$ cat config.mk
export PLATFORM = sky130hd
export DESIGN_NAME = tx_fifo_mem
export DESIGN_NICKNAME = d
export VERILOG_FILES = /design/src/rtl/tx_fifo_mem.sv
export SDC_FILE = /design/constraint.sdc
export NUM_CORES = 1
export LEC_CHECK = 0
export CAP_MARGIN = 25
export CORE_MARGIN = 2
export CORE_UTILIZATION = 51
export DETAILED_ROUTE_END_ITERATION = 12
export GPL_TIMING_DRIVEN = 0
export PLACE_DENSITY = 0.71
export SKIP_LAST_GASP = 1
export SLEW_MARGIN = 30
export SYNTH_ARGS = -nofsm -noshare
export SYNTH_HDL_FRONTEND = slang
export SYNTH_SLANG_ARGS = --single-unit
$ cat constraint.sdc
create_clock -name clk -period 2.9 [get_ports clk]
set_input_delay 0.29 -clock clk [delete_from_list [all_inputs] [get_ports clk]]
set_output_delay 0.29 -clock clk [all_outputs]
set_load 0.05 [all_outputs]
$ cat src/rtl/tx_fifo_mem.sv
// rtl/tx_fifo_mem.sv - single-clock transmit FIFO with registered read port and sticky error flags
//
// Purpose: circular buffer of DEPTH x DATA_WIDTH words with one-cycle read
//          latency, occupancy count, level flags and sticky overflow/underflow.
//
// Ports:
//    clk          - single clock, all state updates on the rising edge
//    reset        - synchronous active-high reset, overrides every other input
//    wr_en        - write request
//    wr_data      - write word
//    rd_en        - read request
//    flush        - synchronous empty command, wins over wr_en/rd_en
//    flag_clr     - clears overflow/underflow
//    rd_data      - registered read word, holds when no read is accepted
//    rd_valid     - registered, high the cycle after an accepted read
//    full         - count == DEPTH
//    empty        - count == 0
//    almost_full  - count >= AFULL_LEVEL
//    count        - occupancy 0..DEPTH
//    overflow     - sticky, a write was rejected
//    underflow    - sticky, a read was rejected

module tx_fifo_mem #(
   parameter int DATA_WIDTH  = 32,
   parameter int ADDR_WIDTH  = 4,
   parameter int AFULL_LEVEL = 12
) (
   input  logic                  clk,
   input  logic                  reset,
   input  logic                  wr_en,
   input  logic [DATA_WIDTH-1:0] wr_data,
   input  logic                  rd_en,
   input  logic                  flush,
   input  logic                  flag_clr,
   output logic [DATA_WIDTH-1:0] rd_data,
   output logic                  rd_valid,
   output logic                  full,
   output logic                  empty,
   output logic                  almost_full,
   output logic [ADDR_WIDTH:0]   count,
   output logic                  overflow,
   output logic                  underflow
);

   localparam int DEPTH = 2 ** ADDR_WIDTH;
   localparam logic [ADDR_WIDTH:0] DEPTH_C = (ADDR_WIDTH + 1)'(DEPTH);
   localparam logic [ADDR_WIDTH:0] AFULL_C = (ADDR_WIDTH + 1)'(AFULL_LEVEL);

   logic [DATA_WIDTH-1:0] mem [DEPTH];
   logic [ADDR_WIDTH-1:0] wp;
   logic [ADDR_WIDTH-1:0] rp;
   logic                  rd_acc;
   logic                  wr_acc;

   assign full        = (count == DEPTH_C);
   assign empty       = (count == '0);
   assign almost_full = (count >= AFULL_C);

   // No bypass: a read is only accepted from a non-empty buffer. A write into
   // a full buffer is accepted only when a read frees a slot in the same cycle.
   // Flush blocks both so nothing moves in the cycle the buffer is emptied.
   assign rd_acc = rd_en && !empty && !flush;
   assign wr_acc = wr_en && (!full || rd_acc) && !flush;

   // Storage is deliberately left out of reset/flush; the count guarantees
   // stale locations are never read.
   always_ff @(posedge clk) begin
      if (!reset && wr_acc) begin
         mem[wp] <= wr_data;
      end
   end

   always_ff @(posedge clk) begin
      if (reset) begin
         wp        <= '0;
         rp        <= '0;
         count     <= '0;
         rd_data   <= '0;
         rd_valid  <= 1'b0;
         overflow  <= 1'b0;
         underflow <= 1'b0;
      end else if (flush) begin
         // rd_data and the sticky flags are intentionally preserved
         wp       <= '0;
         rp       <= '0;
         count    <= '0;
         rd_valid <= 1'b0;
      end else begin
         rd_valid <= rd_acc;
         if (wr_acc) begin
            wp <= wp + 1'b1;   // natural wrap at DEPTH-1
         end
         if (rd_acc) begin
            rd_data <= mem[rp];
            rp      <= rp + 1'b1;
         end
         case ({wr_acc, rd_acc})
            2'b10:   count <= count + 1'b1;
            2'b01:   count <= count - 1'b1;
            default: count <= count;
         endcase
         // A new error in the same cycle as flag_clr wins so it is not lost
         if (wr_en && !wr_acc) begin
            overflow <= 1'b1;
         end else if (flag_clr) begin
            overflow <= 1'b0;
         end
         if (rd_en && !rd_acc) begin
            underflow <= 1'b1;
         end else if (flag_clr) begin
            underflow <= 1'b0;
         end
      end
   end

endmodule

==> results.cfg <==
[yosys]
synth.area.top_cells = edfxtp_1 (72%), mux4_2 (13%), dfxtp_1 (4.5%), nand2_1 (1.9%), a22oi_2 (1.5%)
syn_area_per_cell_um2 = 20.5
syn_area_mm2 = 0.0214
ys_async_sr_fraction_pct = 0
synth_area_leader_cell = edfxtp_1
yosys.area.top_type_share_pct = 71.7
syn-instance-count = 1048
dominantRegCellSynth = edfxtp_1
yosys_warnings = 0
synth_edf_count = 512
ys_ff_latch = 560
seq_area_frac_synth_pct = 76.2
syn-num-nets = 1096
yosysUniqueCellTypes = 39

[worst_setup_path]
endpoint_kind = primary output
cp_slowest_cell = clkdlybuf4s50_1
critPathMaxFanout = 5
worstPathArrival_ps = 2520
cp_num_buf_inv = 4
path_common_cell = buf_4
cpLargestDelayFamily = buffers and inverters
reg2reg_slack_ps = 170
cp_cell_sequence = nor4_4 -> buf_4 -> buf_4 -> nand2_1 -> inv_1 -> clkdlybuf4s50_1
path_class = register to primary output
critPathLaunchType = register
cp.required_ps = 2610
critical-path-max-stage-delay_ps = 790

[timing]
drv_slew = 0
hold_viol = 0
final_min_period_over_clock_period_pct = 97.0
period_minus_slack_ps = 2810
setup_viol_count_final = 0
rsz0062_at_grt = true
holdWs_ps = 130
relSlewSlack_pct = 30.7
max_freq_ghz = 0.356
worst_pin_slew_ps = 1040
skew_ps = 20.5

[clocking]
cts.sink_count = 560
cts_buffer_depth = 3
clock_latency_ps = 600
htree_levels = 2
clkTransAtPathRegs_ps = 60
numCtsBuffers = 55
cts_root_buf = clkbuf_16
cts_tree = done

[placed_design]
port_buffers = 79
gp_congestion = 0.744
dp_cells = 1695
dp_hpwl_mm = 29.9

[die]
die_width_um = 209
row_count = 75
dieArea_mm2 = 0.0437
core_area_mm2 = 0.0418
chipHeight_um = 209
pin_count = 81
initial_utilization_pct = 51.3

[grt]
grt_start_max_net_pins = 19
grt_pass1_wl_mm = 70.3
antenna_found_initial = 1
track_usage_pct = 22.2
overflow = 0
grt_pass1_vias = 11200

[route]
routed_wirelength_mm = 47.3
wl_per_cell_um = 26.2
drcViolationCount = 0
avgViaCountPerCell = 6.02
drtAntennaViolNets = 0
vias = 10900
drt_iter0_markers = 1102
detailedRoute.firstPassIterationCount = 5

[power]
peakVddDrop_uv = 465
total_power_w = 0.0162
power_density_mw_per_mm2 = 631
leakage_nw = 8.24

[final_layout]
fill_cells = 2845
final-instance-count-excl-fill = 1804
nets = 1266
layout-drive-gt1-share_pct = 25.3
area_delta_synth_final_pct = 19.5
antenna_cells = 0

[flow_run]
drv_cap = 0

[run_status]
status = complete, no violations

[hold_path]
hp-class = primary input to register
[cell families after synthesis]
| group | Yosys count | share of synthesized area [%] |
|---|---|---|
| AO/OA/AOI/OAI | 80 | 3.04 |
| XOR/XNOR | 8 | 0.327 |
| adder cells (fa/ha/maj) | 10 | 0.619 |
| buffers and inverters | 65 | 1.66 |
| flip-flops | 560 | 76.2 |
| multiplexers | 159 | 14.8 |
| AND/OR/NAND/NOR | 166 | 3.32 |
[path summary, 6_finish.rpt]
path	from	to	cells after the start
worst max-delay path	count[0]	full	6
worst min register to register	overflow	overflow	2
worst min-delay path	reset	overflow	2
worst max register to register	count[0]	count[4]	11
[registers in the layout (all words and copies together), names as in the netlist]
signal and count:
rd_data 32, rp 4, count 5, overflow 1, rd_valid 1, wp 4, underflow 1, mem 512
[metal layers]
layer | share of wire (%) | global-route usage, %
met4 | 2.1 | 6.01
met5 | 0.025 | 0
met1 | 41 | 31.5
met3 | 7.2 | 3.88
met2 | 50 | 36.2
[worst register-to-register path, stage by stage, from the launching register on]
cell	delay [ps]
dfxtp_1	390
nor4_4	370
a31oi_4	210
inv_1	110
ha_1	240
inv_1	100
fa_1	380
nor2b_1	150
o21ai_0	110
nor4b_1	160
or3_1	320
a21oi_1	120
[repair_timing]
action,CTS,global route
endpoints found under the setup margin,1,2
hold endpoints to repair,0,0
pin swaps,1,2
hold buffers,0,0
setup buffers,0,5
gates resized for setup,1,1
[area by class of cell]
cell class | instances | area [µm²] | area share (%)
Clock buffer | 80 | 1570 | 6.13
Clock inverter | 24 | 200 | 0.782
Tap cell | 539 | 674 | 2.63
Buffer | 54 | 315 | 1.23
Multi-Input combinational cell | 423 | 4870 | 19.0
Sequential cell | 560 | 16300 | 63.8
Inverter | 11 | 41.3 | 0.161
Timing Repair Buffer | 113 | 1600 | 6.26
[per-stage QoR]
step	utilization, %	instance area [µm²]	TNS, ps	setup WS (ps)
5_1_grt	61.3	25600	-60.4	-35.1
2_1_floorplan	-	21400	-124150	-366
3_3_place_gp	54.9	22900	-864540	-2300
6_report	61.3	25600	0	87.8
3_5_place_dp	57.0	23800	-7450	-200
4_1_cts	61.2	25600	0	4.82
[where the power goes]
part	switching [W]	leakage (nW)	internal, W
clock network	0.00294	0.876	0.00402
logic	0.000229	2.37	0.000126
registers	0.0000129	4.99	0.00883
total	0.00318	8.24	0.0130
[cells in the final DEF (no fill, tap or decap), types with 3 or more instances in the layout]
| master | synthesis | layout |
|---|---|---|
| nor2_1 | 34 | 18 |
| o21ai_1 | 30 | 30 |
| mux2i_1 | 32 | 32 |
| dfxtp_1 | 48 | 48 |
| a22oi_1 | 5 | 5 |
| xnor2_1 | 4 | 4 |
| a22oi_2 | 26 | 26 |
| clkbuf_1 | 17 | 33 |
| buf_2 | 15 | 15 |
| buf_4 | 7 | 12 |
| nor3_1 | 3 | 3 |
| clkbuf_8 | 0 | 8 |
| buf_1 | 6 | 6 |
| clkbuf_16 | 0 | 56 |
| clkinv_1 | 0 | 8 |
| clkdlybuf4s50_1 | 0 | 78 |
| edfxtp_1 | 512 | 512 |
| o21ai_0 | 3 | 3 |
| nor2_4 | 0 | 16 |
| clkinv_2 | 0 | 11 |
| buf_16 | 0 | 27 |
| nor2b_1 | 4 | 4 |
| buf_6 | 9 | 9 |
| xor2_1 | 4 | 4 |
| nand2_1 | 110 | 110 |
| nand2b_1 | 3 | 3 |
| inv_1 | 11 | 11 |
| mux4_2 | 127 | 127 |
| a21oi_1 | 8 | 8 |
| ha_1 | 9 | 9 |
| bufinv_16 | 0 | 3 |
[cells in the mapped netlist (all sizes together) (2+ instances only)]
cell type and instances:
edfxtp 512, nor2b 4, xor2 4, buf 37, nor3 3, xnor2 4
mux4 127, nand4 2, a21oi 8, nand2b 3, ha 9, nand3b 2
a311oi 2, mux2i 32, o21ai 33, a22oi 31, clkbuf 17, inv 11
dfxtp 48, or3 2, nor4 2, nor2 35, nand2 110
Note: power is estimated with default switching activity, not from simulation.
